[config.mk]
export PLATFORM = sky130hd
export DESIGN_NAME = nfa_accept_samples_generic_hw_mul_arbiter
export DESIGN_NICKNAME = d
export VERILOG_FILES = /design/src/rtl/nfa_accept_samples_generic_hw_mul_arbiter.sv
export SDC_FILE = /design/constraint.sdc
export NUM_CORES = 1
export LEC_CHECK = 0
export CORE_UTILIZATION = 35
export CTS_CLUSTER_DIAMETER = 150
export DETAILED_ROUTE_END_ITERATION = 10
export GPL_TIMING_DRIVEN = 0
export MAX_ROUTING_LAYER = met4
export PLACE_DENSITY = 0.77
export SLEW_MARGIN = 10
export SYNTH_ARGS = -nofsm -noshare
export SYNTH_HDL_FRONTEND = slang
export SYNTH_SLANG_ARGS = --single-unit
[constraint.sdc]
create_clock -name clk -period 2.2 [get_ports clk]
set_input_delay 0.33 -clock clk [delete_from_list [all_inputs] [get_ports clk]]
set_output_delay 0.33 -clock clk [all_outputs]
set_load 0.02 [all_outputs]
[src/rtl/nfa_accept_samples_generic_hw_mul_arbiter.sv]
`default_nettype none
// ============================================================================
// Module   : nfa_accept_samples_generic_hw_mul_arbiter
// Brief    : Shares one external pipelined unsigned multiplier among NREQ
//            requesters. Grants at most one operation per cycle, carries
//            {valid, id} alongside the multiplier pipeline, and returns
//            products on a single valid/ready result channel. Result
//            backpressure freezes the multiplier through mul_ce.
// Options  : MUL_ARB_FIXED_PRIO_EN - when defined, the lowest requester index
//            always wins and the round-robin pointer is removed.
//            Default (undefined) is round-robin arbitration.
// Revision : 1.0 - initial release
// ============================================================================
module nfa_accept_samples_generic_hw_mul_arbiter #(
  parameter int NREQ = 4,
  parameter int ID_W = 2,
  parameter int A_W  = 8,
  parameter int B_W  = 6,
  parameter int P_W  = 14,
  parameter int LAT  = 8
) (
  input  logic                  clk,
  input  logic                  reset,
  input  logic [NREQ-1:0]       req_valid,
  input  logic [NREQ*A_W-1:0]   req_a,
  input  logic [NREQ*B_W-1:0]   req_b,
  output logic [NREQ-1:0]       req_ready,
  output logic                  mul_ce,
  output logic [A_W-1:0]        mul_a,
  output logic [B_W-1:0]        mul_b,
  input  logic [P_W-1:0]        mul_p,
  output logic                  res_valid,
  output logic [ID_W-1:0]       res_id,
  output logic [P_W-1:0]        res_p,
  input  logic                  res_ready,
  output logic                  busy
);

  localparam int c_cnt_w = $clog2(LAT + 1);

  // Tracking pipe mirrors the multiplier stages; the tail is the result.
  logic [LAT-1:0]     r_vld;
  logic [ID_W-1:0]    r_id [LAT];
  logic [c_cnt_w-1:0] r_in_flight;

  logic               w_stall;
  logic               w_grant_any;
  logic [ID_W-1:0]    w_grant_id;
  logic [ID_W-1:0]    w_idx;
  logic               w_accept;
  logic               w_res_hs;

`ifndef MUL_ARB_FIXED_PRIO_EN
  localparam logic [ID_W:0] c_nreq = (ID_W+1)'(NREQ);
  logic [ID_W-1:0]    r_rr_ptr;
  logic [ID_W:0]      w_sum;
  logic [ID_W-1:0]    w_next_ptr;
`endif

  // A held result at the tail freezes the whole pipe, multiplier included.
  assign w_stall   = r_vld[LAT-1] & ~res_ready;
  assign mul_ce    = ~w_stall;
  assign w_accept  = w_grant_any & ~w_stall;
  assign w_res_hs  = r_vld[LAT-1] & res_ready;

  assign res_valid = r_vld[LAT-1];
  assign res_id    = r_id[LAT-1];
  assign res_p     = mul_p;
  assign busy      = (r_in_flight != '0);

  // Arbitration: scan downward so the candidate nearest the start point wins.
  always_comb begin
    w_grant_any = 1'b0;
    w_grant_id  = '0;
    w_idx       = '0;
`ifndef MUL_ARB_FIXED_PRIO_EN
    w_sum       = '0;
`endif
    for (int k = NREQ - 1; k >= 0; k--) begin
`ifdef MUL_ARB_FIXED_PRIO_EN
      w_idx = ID_W'(k);
`else
      w_sum = {1'b0, r_rr_ptr} + (ID_W+1)'(k);
      if (w_sum >= c_nreq) begin
        w_sum = w_sum - c_nreq;
      end
      w_idx = w_sum[ID_W-1:0];
`endif
      if (req_valid[w_idx]) begin
        w_grant_any = 1'b1;
        w_grant_id  = w_idx;
      end
    end
  end

  // One-hot ready and operand steering; zero operands when nothing is accepted.
  always_comb begin
    req_ready = '0;
    mul_a     = '0;
    mul_b     = '0;
    for (int i = 0; i < NREQ; i++) begin
      if (w_accept && (w_grant_id == ID_W'(i))) begin
        req_ready[i] = 1'b1;
        mul_a        = req_a[i*A_W +: A_W];
        mul_b        = req_b[i*B_W +: B_W];
      end
    end
  end

`ifndef MUL_ARB_FIXED_PRIO_EN
  assign w_next_ptr = (w_grant_id == ID_W'(NREQ - 1)) ? '0 : w_grant_id + 1'b1;

  // Round-robin pointer moves just past the requester that was served.
  always_ff @(posedge clk) begin
    if (reset) begin
      r_rr_ptr <= '0;
    end else if (w_accept) begin
      r_rr_ptr <= w_next_ptr;
    end
  end
`endif

  // Tracking pipe advances in lockstep with the multiplier clock enable.
  always_ff @(posedge clk) begin
    if (reset) begin
      r_vld <= '0;
      for (int i = 0; i < LAT; i++) begin
        r_id[i] <= '0;
      end
    end else if (mul_ce) begin
      r_vld   <= {r_vld[LAT-2:0], w_accept};
      r_id[0] <= w_grant_id;
      for (int i = 1; i < LAT; i++) begin
        r_id[i] <= r_id[i-1];
      end
    end
  end

  // Outstanding operation count: accepted but not yet handed downstream.
  always_ff @(posedge clk) begin
    if (reset) begin
      r_in_flight <= '0;
    end else begin
      case ({w_accept, w_res_hs})
        2'b10:   r_in_flight <= r_in_flight + 1'b1;
        2'b01:   r_in_flight <= r_in_flight - 1'b1;
        default: r_in_flight <= r_in_flight;
      endcase
    end
  end

endmodule
`default_nettype wire

[After elaboration in Yosys (flattened, before gate mapping)]
Memories as Yosys holds them, arrays and structs flattened.
Cells that the tools add are included.
Storage, ports and cells
  memory bits (read-only): 0
  register bits: 14
  input bits: 77
  output and inout port bits: 37
  memories: 1
  logic and storage cells: 94
  memory bits (writable): 16
  bits in latches: 0
Memory list
  r_id: words 8, bits a word 2, read ports 8, clocked after Yosys merged registers in 0, wr ports 8, line 43  | logic [ID_W-1:0] r_id [LAT];
Cells by class
  order comparisons: 8
  bitwise gates (word level): 13
  multiplexer cells: 47
  reduce and logical (&&, ||, !) cells: 7
  equality and inequality tests: 5
  add/subtract/negate cells: 10
  multipliers: 0
  divide/modulo/power cells: 0
  shift operators: 0
Operators with widths (count)
  2-to-1 mux 2 bit: 17
  2-to-1 mux 8 bit: 4
  2-to-1 mux 6 bit: 4
  2-to-1 mux 1 bit: 17
  less-than comparator 2 x 3 -> 1 bit (second input constant): 4
  greater-or-equal comparator 3 bit (second input constant): 3
  binary-select mux 1 bit (select 2 bit): 4
  OR 1 bit: 8
  case mux 4 bit (2 select lines): 1
  subtractor 2 x 1 -> 2 bit (second input constant): 4
  adder 2 x 2 -> 3 bit (second input constant): 2
  equality test 2 bit (second input constant): 3
  adder 4 x 1 -> 4 bit (second input constant): 1
  equality test 2 x 1 -> 1 bit (second input constant): 2
  logical AND 1 bit: 4
  nonzero test 4 bit: 1
  subtractor 4 x 1 -> 4 bit (second input constant): 1
  adder 2 x 1 -> 3 bit (second input constant): 1
  bitwise AND 1 bit: 3
  greater-or-equal comparator 2 x 3 -> 1 bit (second input constant): 1
  adder 2 x 1 -> 2 bit (second input constant): 1
  zero test 2 bit: 1
  inverter 1 bit: 2
  nonzero test 2 bit: 1

[Depth between registers and ports, before layout]
Gate-level depths: netlist of the first run.
  word-level depth: 15
  gate-level depth with buffers: 11
  gate-level depth less buffers: 10

[Worst setup path before layout of the first run]
Ideal clock, no wire load.
  kind: register -> register
  start point: register r_vld[7]
  end point: register r_in_flight[3]
  period minus slack after synthesis: 2371 ps
  cell stages (with the launch flop): 9
  setup time: 123 ps
  data arrival time: 2247 ps
  buffers on the path: 1
  path slack: -171 ps
  path through: dfxtp_1 nor2b_2 a31oi_4 inv_2 buf_2 ha_1 or3_1 o32ai_1 mux2_1
Between the ends
  longest elaborated chain between the ends: 5
  elaborated cells on any way between the ends: 8
  those cells by class: 2 x eq/ne; 1 x mux; 4 x bitwise; 1 x reduce/logical
RTL lines
  start: declaration: line 42  | logic [LAT-1:0] r_vld;
  start signal: assignment: line 131  | r_vld <= {r_vld[LAT-2:0], w_accept};
  bitwise AND 1 bit: line 61  | assign w_stall = r_vld[LAT-1] & ~res_ready;
  inverter 1 bit: line 63  | assign w_accept = w_grant_any & ~w_stall;
  bitwise AND 1 bit: line 63
  equality test 2 x 1 -> 1 bit or equality test 2 bit (tied branches): line 144  | case ({w_accept, w_res_hs})
  case mux 4 bit (2 select lines) or nonzero test 2 bit (tied branches)
  end signal: assignment: line 145  | 2'b10: r_in_flight <= r_in_flight + 1'b1;
  end signal: assignment: line 146  | 2'b01: r_in_flight <= r_in_flight - 1'b1;
  end signal: assignment: line 147  | default: r_in_flight <= r_in_flight;
  end: declaration: line 44  | logic [c_cnt_w-1:0] r_in_flight;
Parallel ways exist; a longest one is shown, timed or not.
A chain may end at the register's enable or synchronous reset.

[Worst setup path after layout of the first run]
  start point: register r_rr_ptr[0]
  end point: output port mul_a[6]
Between the ends
  longest elaborated chain between the ends: 15
  elaborated cells on any way between the ends: 44
  those cells by class: 7 x add/sub; 4 x order compare; 3 x eq/ne; 24 x mux; 1 x bitwise; 5 x reduce/logical
RTL lines
  start: declaration: line 55  | logic [ID_W-1:0] r_rr_ptr;
  start signal: assignment: line 118  | r_rr_ptr <= w_next_ptr;
  adder 2 x 2 -> 3 bit: line 83  | w_sum = {1'b0, r_rr_ptr} + (ID_W+1)'(k);
  greater-or-equal comparator 3 bit or subtractor 2 x 1 -> 2 bit (tied branches): line 84, 85
  2-to-1 mux 2 bit: line 84  | if (w_sum >= c_nreq) begin
  binary-select mux 1 bit (select 2 bit): line 89  | if (req_valid[w_idx]) begin
  2-to-1 mux 1 bit (not written as such): line 89
  2-to-1 mux 2 bit (3 in series): line 89
  2-to-1 mux 2 bit (*): line 89
  via w_grant_id[0]: line 48  | logic [ID_W-1:0] w_grant_id;
  zero test 2 bit: line 102  | if (w_accept && (w_grant_id == ID_W'(i))) begin
  logical AND 1 bit: line 102
  2-to-1 mux 8 bit (3 in series): line 102
  2-to-1 mux 8 bit (*): line 102
  end: declaration: line 29  | output logic [A_W-1:0] mul_a,
The timed path passes the listed nets; every way through them passes the cells marked *. The select of a mux whose other input is x is not followed.

==> results of run 1 <==
==> area by class of cell <==
| cell class | count | area [um^2] |
|---|---|---|
| plain buffers | 30 | 317 |
| clock buffers | 8 | 80.1 |
| fillers | 423 | 1620 |
| inverters | 20 | 82.6 |
| multi-input cells | 174 | 1410 |
| flip-flops and latches | 30 | 769 |
| well taps | 72 | 90.1 |
| repair buffers | 123 | 1180 |
==> worst paths after layout <==
kind / to / start / cells after the start
worst max-delay path: mul_a[6] / r_rr_ptr[0]$_SDFFE_PP0P_ / 12
worst min-delay path: r_vld[4]$_SDFFE_PP0N_ / r_vld[4]$_SDFFE_PP0N_ / 2
worst max register to register: r_in_flight[2]$_SDFFE_PP0P_ / r_vld[7]$_SDFFE_PP0N_ / 11
worst min register to register: r_vld[4]$_SDFFE_PP0N_ / r_vld[4]$_SDFFE_PP0N_ / 2
==> synthesized netlist by cell type <==
cell / number / share of area [%]
sky130_fd_sc_hd__a211oi_1: 1 / 0.37
sky130_fd_sc_hd__a211oi_2: 1 / 0.62
sky130_fd_sc_hd__a21o_1: 1 / 0.37
sky130_fd_sc_hd__a21oi_1: 41 / 10
sky130_fd_sc_hd__a22oi_1: 14 / 5.2
sky130_fd_sc_hd__a31oi_1: 1 / 0.31
sky130_fd_sc_hd__a31oi_4: 1 / 1.1
sky130_fd_sc_hd__and2_1: 15 / 4.6
sky130_fd_sc_hd__buf_1: 1 / 0.19
sky130_fd_sc_hd__buf_2: 6 / 1.5
sky130_fd_sc_hd__buf_4: 16 / 5.9
sky130_fd_sc_hd__clkbuf_1: 7 / 1.3
sky130_fd_sc_hd__dfxtp_1: 14 / 14
sky130_fd_sc_hd__edfxtp_1: 16 / 24
sky130_fd_sc_hd__ha_1: 7 / 4.3
sky130_fd_sc_hd__inv_1: 18 / 3.3
sky130_fd_sc_hd__inv_2: 2 / 0.37
sky130_fd_sc_hd__mux2_1: 1 / 0.56
sky130_fd_sc_hd__mux2i_1: 1 / 0.50
sky130_fd_sc_hd__nand2_1: 29 / 5.4
sky130_fd_sc_hd__nand2b_1: 3 / 0.93
sky130_fd_sc_hd__nor2_1: 22 / 4.1
sky130_fd_sc_hd__nor2b_1: 8 / 2.5
sky130_fd_sc_hd__nor2b_2: 2 / 0.87
sky130_fd_sc_hd__nor3_1: 1 / 0.25
sky130_fd_sc_hd__nor3_2: 1 / 0.50
sky130_fd_sc_hd__o21ai_0: 10 / 2.5
sky130_fd_sc_hd__o21ai_1: 5 / 1.2
sky130_fd_sc_hd__o22ai_1: 2 / 0.62
sky130_fd_sc_hd__o32ai_1: 1 / 0.43
sky130_fd_sc_hd__or3_1: 2 / 0.62
sky130_fd_sc_hd__or4_1: 1 / 0.37
sky130_fd_sc_hd__xor2_1: 3 / 1.3
==> worst max-delay path: cells and delay by family (launching register included) <==
kind / cells / cell delay [ps]
AO/OA/AOI/OAI: 5 / 650
AND/OR/NAND/NOR: 2 / 170
adder cells (fa/ha/maj): 1 / 180
flip-flops: 1 / 360
buffers and inverters: 4 / 570
==> where the power goes <==
group | switching, mW | internal (mW)
clock | 0.197 | 0.224
sequential | 0.0259 | 0.619
combinational | 0.806 | 0.812
==> state kept, by name, indices dropped and copies added (netlist names) <==
register / flops
r_rr_ptr: 2
r_id: 16
r_vld: 8
r_in_flight: 4
==> repair_timing <==
action | in CTS | in global routing
setup buffers | 9 | 8
cloned | 5 | 2
resized for setup | 210 | 29
setup endpoints to repair | 21 | 20
pin swaps | 17 | 7
hold buffers | 0 | 0
endpoints found under the hold margin | 0 | 0
==> kinds of logic (layout without fill, tap and decap cells) <==
kind of cell	after synthesis	in the layout
and+or+nand+nor	84	84
DFF	30	30
AOI/OAI and AO/OA	78	78
adders and majority gates	7	7
muxes	2	2
xor gates and xnor gates	3	3
buffers and inverters	50	181
==> metal layers <==
metal | up-vias | track usage [%]
met5 | - | -
met4 | 0 | 12.4
met3 | 30 | 4.47
met2 | 120 | 38.6
met1 | 1125 | 25.7
li1 | 1110 | -
==> impl_metrics.xml, run 1 <==
<?xml version="1.0" encoding="UTF-8"?>
<metrics>
  <group name="power_and_ir_drop">
    <metric name="leakage" unit="nW">1.64</metric>
    <metric name="power.density_cell_area" unit="mW/mm^2">685</metric>
    <metric name="total_power" unit="mW">2.68</metric>
    <metric name="worst_ir_drop_on_vdd" unit="mV">0.375</metric>
  </group>
  <group name="global_route">
    <metric name="grt_usage" unit="%">23.0</metric>
    <metric name="grt-ovfl-total" unit="">0</metric>
    <metric name="grt_pass1_vias" unit="">2268</metric>
    <metric name="grt_start_max_net_pins" unit="">17</metric>
    <metric name="antenna_found_initial" unit="">0</metric>
    <metric name="global_route_wire_length_before_repair" unit="um">10600</metric>
  </group>
  <group name="routing">
    <metric name="highest_layer" unit="">met4</metric>
    <metric name="ant_nets" unit="">0</metric>
    <metric name="detailedRoute.firstPassIterationCount" unit="">4</metric>
    <metric name="remaining_drc_errors" unit="">0</metric>
    <metric name="drt-met1-wl" unit="um">2930</metric>
    <metric name="post_drt_via_cell_ratio" unit="">5.22</metric>
    <metric name="routed_wire_length" unit="um">7500</metric>
    <metric name="drt_iter0_drc" unit="">129</metric>
    <metric name="detailroute.via_count" unit="">2385</metric>
    <metric name="routed-wl-met3" unit="um">439</metric>
    <metric name="wl_per_cell" unit="um">16.4</metric>
    <metric name="dr_wl_met2" unit="um">3840</metric>
  </group>
  <group name="timing">
    <metric name="finalSetupTns" unit="ps">-4900</metric>
    <metric name="setup_viol" unit="">18</metric>
    <metric name="maxSlewHeadroom" unit="%">49.6</metric>
    <metric name="post-route-worst-setup-slack" unit="ps">-367</metric>
    <metric name="report.final.hold_viol_count" unit="">0</metric>
    <metric name="fin_crit" unit="ps">2570</metric>
    <metric name="fin_worst_skew" unit="ps">4.62</metric>
    <metric name="hold_ws" unit="ps">456</metric>
    <metric name="worstMarginPinSlew" unit="ps">756</metric>
    <metric name="max_clock_freq" unit="MHz">390</metric>
    <metric name="timing.final.max_slew_violations" unit="">0</metric>
    <metric name="setup_repair_after_global_routing_missed_its_margin" unit="">yes</metric>
    <metric name="final_min_period_over_clock_period" unit="%">117</metric>
  </group>
  <group name="placed_design">
    <metric name="placed_area" unit="mm^2">0.00316</metric>
    <metric name="port_buffers" unit="">99</metric>
    <metric name="dpl.hpwl" unit="um">4180</metric>
    <metric name="place_ws" unit="ps">-1350</metric>
    <metric name="gp_congestion" unit="">0.812</metric>
    <metric name="number_of_placed_instances_taps_included" unit="">425</metric>
  </group>
  <group name="floorplan">
    <metric name="ios" unit="">114</metric>
    <metric name="die_area" unit="mm^2">0.00608</metric>
    <metric name="coreArea" unit="mm^2">0.00554</metric>
    <metric name="row_count" unit="">27</metric>
    <metric name="die_y" unit="um">78.0</metric>
    <metric name="starting_density_of_the_core" unit="%">36.4</metric>
    <metric name="floorplan.die.width" unit="um">78.0</metric>
  </group>
  <group name="setup_path">
    <metric name="rrSetupSlack" unit="ps">80</metric>
    <metric name="crit_path_max_fanout" unit="">5</metric>
    <metric name="timing.critical_path.from_type" unit="">flop</metric>
    <metric name="worst-endpoint-required" unit="ps">1870</metric>
    <metric name="timing_worst_setup_path_type" unit="">flop to primary output</metric>
    <metric name="timing.critical_path.slowest_cell_delay" unit="ps">360</metric>
    <metric name="crit_slowest_cell" unit="">sky130_fd_sc_hd__dfxtp_4</metric>
    <metric name="timing.critical_path.to_type" unit="">primary output</metric>
    <metric name="critical_path.cell_chain" unit="">nand2b_4 &gt; a21oi_2 &gt; a211oi_2 &gt; buf_4 &gt; inv_6 &gt; ha_4 &gt; clkbuf_8 &gt; a21oi_2 &gt; o21ai_1 &gt; a22oi_2 &gt; nor2_2 &gt; buf_4</metric>
    <metric name="crit_arrival" unit="ps">2240</metric>
  </group>
  <group name="layout">
    <metric name="antenna-diode-count" unit="">0</metric>
    <metric name="layout.cells.non_filler" unit="">457</metric>
    <metric name="utilization" unit="%">70.8</metric>
    <metric name="layout_commonest_cell" unit="">sky130_fd_sc_hd__clkdlybuf4s50_1</metric>
    <metric name="syn_to_final_growth" unit="%">94.1</metric>
    <metric name="finish.net_count" unit="">468</metric>
    <metric name="drive_gt1_share" unit="%">41.3</metric>
    <metric name="final_cell_mix" unit="">76 x sky130_fd_sc_hd__clkdlybuf4s50_1, 42 x sky130_fd_sc_hd__buf_4, 28 x sky130_fd_sc_hd__nand2_1, 17 x sky130_fd_sc_hd__a21oi_1</metric>
    <metric name="design_area" unit="mm^2">0.00392</metric>
  </group>
  <group name="clock_tree">
    <metric name="root_buffer" unit="">sky130_fd_sc_hd__clkbuf_8</metric>
    <metric name="clock_tree_from_tritoncts" unit="">done</metric>
    <metric name="cts_max_level" unit="">2</metric>
    <metric name="path_clk_slew" unit="ps">60</metric>
    <metric name="clock-sinks" unit="">30</metric>
    <metric name="clk_latency" unit="ps">280</metric>
    <metric name="clock_path_buffers" unit="">2</metric>
    <metric name="tritoncts_buffer_count" unit="">5</metric>
  </group>
  <group name="status">
    <metric name="violations" unit="">negative setup slack</metric>
    <metric name="outcome" unit="">complete, but fails checks</metric>
  </group>
  <group name="hold_path">
    <metric name="hold_class" unit="">flop to flop</metric>
  </group>
  <group name="logic_synthesis">
    <metric name="postSynthCellCount" unit="">254</metric>
    <metric name="synth.mux.area_fraction" unit="%">1.05</metric>
    <metric name="simple_gate_portion_of_the_synthesized_area" unit="%">20.1</metric>
    <metric name="synth_top_family_by_area" unit="">compound AO/OA/AOI/OAI gates</metric>
    <metric name="yosys.cell_types.count" unit="">33</metric>
    <metric name="total_of_warnings_raised_by_yosys" unit="">0</metric>
    <metric name="post_synthesis_adder_cell_area_fraction" unit="%">4.34</metric>
    <metric name="postSynthAreaPerCell" unit="um^2">7.95</metric>
    <metric name="synth_xor_area_share" unit="%">1.30</metric>
    <metric name="post_synth_instance_area" unit="mm^2">0.00202</metric>
    <metric name="synth-compound-area-share" unit="%">22.9</metric>
    <metric name="post_syn_nets" unit="">338</metric>
    <metric name="yosys_register_bits" unit="">30</metric>
    <metric name="synth_sequential_area_ratio" unit="%">37.7</metric>
  </group>
  <group name="job">
    <metric name="timing.max_cap.violations" unit="">0</metric>
  </group>
</metrics>
No activity file was read; power rests on OpenSTA's default activity.
==> run 2, diff against run 1 <==
clock period = 2.19 ns   (was 2.2 ns; I/O delays follow)
==> run 2 against run 1 <==
Effect of this change:
- the flow still finishes with violations (negative setup slack)
- clock power up 3%
- cell count increased by 0.22%
- via count fell by 1.3%
- first-iteration DRC count fell by 21%
- global-route usage is 1.5 points higher
==> impl_metrics.xml, run 2 (same netlist as run 1, synthesis figures left out) <==
<?xml version="1.0" encoding="UTF-8"?>
<metrics>
  <group name="hold_path">
    <metric name="hold_class" unit="">flop to flop</metric>
  </group>
  <group name="floorplan">
    <metric name="starting_density_of_the_core" unit="%">36.4</metric>
    <metric name="floorplan.die.width" unit="um">78.0</metric>
    <metric name="coreArea" unit="mm^2">0.00554</metric>
    <metric name="ios" unit="">114</metric>
    <metric name="die_y" unit="um">78.0</metric>
    <metric name="die_area" unit="mm^2">0.00608</metric>
    <metric name="row_count" unit="">27</metric>
  </group>
  <group name="placed_design">
    <metric name="gp_congestion" unit="">0.780</metric>
    <metric name="placed_area" unit="mm^2">0.00316</metric>
    <metric name="dpl.hpwl" unit="um">4240</metric>
    <metric name="port_buffers" unit="">99</metric>
  </group>
  <group name="layout">
    <metric name="max_ffs_per_register" unit="">16</metric>
    <metric name="num-fill-cells" unit="">396</metric>
    <metric name="antenna-diode-count" unit="">0</metric>
    <metric name="layout_commonest_cell" unit="">sky130_fd_sc_hd__clkdlybuf4s50_1</metric>
    <metric name="top_regs" unit="">r_id x16, r_vld x8, r_in_flight x4</metric>
    <metric name="syn_to_final_growth" unit="%">98.2</metric>
    <metric name="drive_gt1_share" unit="%">42.0</metric>
    <metric name="design_area" unit="mm^2">0.00400</metric>
    <metric name="top_register" unit="">r_id</metric>
    <metric name="finish.net_count" unit="">469</metric>
    <metric name="final_cell_mix" unit="">76 x sky130_fd_sc_hd__clkdlybuf4s50_1, 41 x sky130_fd_sc_hd__buf_4, 26 x sky130_fd_sc_hd__nand2_1</metric>
  </group>
  <group name="clock_tree">
    <metric name="root_buffer" unit="">sky130_fd_sc_hd__clkbuf_8</metric>
    <metric name="cts_max_level" unit="">2</metric>
    <metric name="tritoncts_buffer_count" unit="">5</metric>
    <metric name="clock_path_buffers" unit="">2</metric>
    <metric name="clk_latency" unit="ps">290</metric>
    <metric name="cts_hold_buf" unit="">0</metric>
    <metric name="clock-sinks" unit="">30</metric>
    <metric name="clock_tree_from_tritoncts" unit="">done</metric>
    <metric name="path_clk_slew" unit="ps">70</metric>
  </group>
  <group name="setup_path">
    <metric name="crit_arrival" unit="ps">2270</metric>
    <metric name="timing.critical_path.max_delay_family" unit="">buffers and inverters</metric>
    <metric name="crit_path_max_fanout" unit="">10</metric>
    <metric name="crit_slowest_cell" unit="">sky130_fd_sc_hd__dfxtp_4</metric>
    <metric name="timing.critical_path.to_type" unit="">primary output</metric>
    <metric name="timing.critical_path.slowest_cell_delay" unit="ps">360</metric>
    <metric name="timing.critical_path.from_type" unit="">flop</metric>
    <metric name="timing_worst_setup_path_type" unit="">flop to primary output</metric>
    <metric name="critical_path.cell_chain" unit="">nand2b_4 &gt; a21oi_2 &gt; a211oi_2 &gt; buf_4 &gt; buf_12 &gt; ha_1 &gt; buf_6 &gt; buf_4 &gt; a21oi_4 &gt; a22oi_2 &gt; nor2_2 &gt; buf_6</metric>
    <metric name="total_buffers_and_inverters_traversed_by_the_critical_path" unit="">5</metric>
    <metric name="worst-endpoint-required" unit="ps">1860</metric>
  </group>
  <group name="timing">
    <metric name="timing.final.max_slew_violations" unit="">0</metric>
    <metric name="setup_repair_after_global_routing_missed_its_margin" unit="">yes</metric>
    <metric name="worstMarginPinSlew" unit="ps">513</metric>
    <metric name="setup_viol" unit="">20</metric>
    <metric name="fin_worst_skew" unit="ps">12.6</metric>
    <metric name="finalSetupTns" unit="ps">-5620</metric>
    <metric name="max_clock_freq" unit="MHz">385</metric>
    <metric name="fin_crit" unit="ps">2600</metric>
    <metric name="maxSlewHeadroom" unit="%">65.8</metric>
    <metric name="report.final.hold_viol_count" unit="">0</metric>
    <metric name="post-route-worst-setup-slack" unit="ps">-405</metric>
    <metric name="final_min_period_over_clock_period" unit="%">119</metric>
  </group>
  <group name="job">
    <metric name="timing.max_cap.violations" unit="">0</metric>
  </group>
  <group name="global_route">
    <metric name="grt-ovfl-total" unit="">0</metric>
    <metric name="grt_usage" unit="%">24.4</metric>
    <metric name="antenna_found_initial" unit="">0</metric>
    <metric name="grt_start_max_net_pins" unit="">17</metric>
    <metric name="global_route_wire_length_before_repair" unit="um">11300</metric>
    <metric name="grt_pass1_vias" unit="">2405</metric>
  </group>
  <group name="routing">
    <metric name="routed_wire_length" unit="um">7570</metric>
    <metric name="wl_per_cell" unit="um">16.5</metric>
    <metric name="ant_nets" unit="">0</metric>
    <metric name="detailedRoute.firstPassIterationCount" unit="">5</metric>
    <metric name="detailroute.via_count" unit="">2354</metric>
    <metric name="drt_iter0_drc" unit="">102</metric>
    <metric name="post_drt_via_cell_ratio" unit="">5.14</metric>
    <metric name="remaining_drc_errors" unit="">0</metric>
  </group>
  <group name="power_and_ir_drop">
    <metric name="total_power" unit="mW">2.83</metric>
    <metric name="power.density_cell_area" unit="mW/mm^2">707</metric>
    <metric name="worst_ir_drop_on_vdd" unit="mV">0.401</metric>
    <metric name="leakage" unit="nW">1.66</metric>
  </group>
  <group name="status">
    <metric name="outcome" unit="">complete, but fails checks</metric>
    <metric name="violations" unit="">negative setup slack</metric>
  </group>
</metrics>
## run 2: where the power goes
part | internal, mW | switching, mW
Combinational | 0.905 | 0.847
Clock | 0.217 | 0.218
Sequential | 0.621 | 0.0217
Total | 1.74 | 1.09
## run 2: per-layer routing
metal  track usage, %  wire, um  up-vias
li1                 -         -     1106
met1             27.7      2950     1098
met2             43.6      4000      126
met3             2.94       348       24
met4             9.81       265        0
met5                -         0        -
## run 2: path summary, 6_finish.rpt
kind | start | end | depth (start not counted) | slack (ps)
max | r_rr_ptr[0]$_SDFFE_PP0P_ | mul_b[3] | 12 | -410
min | r_vld[5]$_SDFFE_PP0N_ | r_vld[5]$_SDFFE_PP0N_ | 2 | 450
max reg2reg | r_vld[7]$_SDFFE_PP0N_ | r_in_flight[2]$_SDFFE_PP0P_ | 11 | -20
min reg2reg | r_vld[5]$_SDFFE_PP0N_ | r_vld[5]$_SDFFE_PP0N_ | 2 | 450
## run 2: area by class of cell
type | instances | area [um^2] | area share, %
sequential | 30 | 769 | 19.2
tap | 72 | 90.1 | 2.25
timing repair buffer | 124 | 1260 | 31.4
clock inverter | 3 | 16.3 | 0.406
inverter | 20 | 82.6 | 2.06
buffer | 30 | 300 | 7.50
multi-input combinational | 174 | 1420 | 35.4
clock buffer | 5 | 68.8 | 1.72
## run 2: timing repair
item	in CTS	in global routing
gates resized for setup	205	34
buffers inserted	17	6
setup endpoints to repair	21	36
pin swaps	16	19
gates cloned	4	0
## run 2: tightest hold or removal path, stage by stage, from the launching register on
cell	delay, ps
sky130_fd_sc_hd__dfxtp_1	310
sky130_fd_sc_hd__nand2_1	50
sky130_fd_sc_hd__a21oi_1	50
## run 2: metrics by stage
step	instances	hold WS, ps	utilization, %	worst slack (ps)
2_1_floorplan	254	432	-	2.38
3_3_place_gp	425	438	57.0	-1310
3_5_place_dp	425	443	57.0	-1320
4_1_cts	454	452	69.3	-290
5_1_grt	458	493	72.2	-496
6_report	458	452	72.2	-405
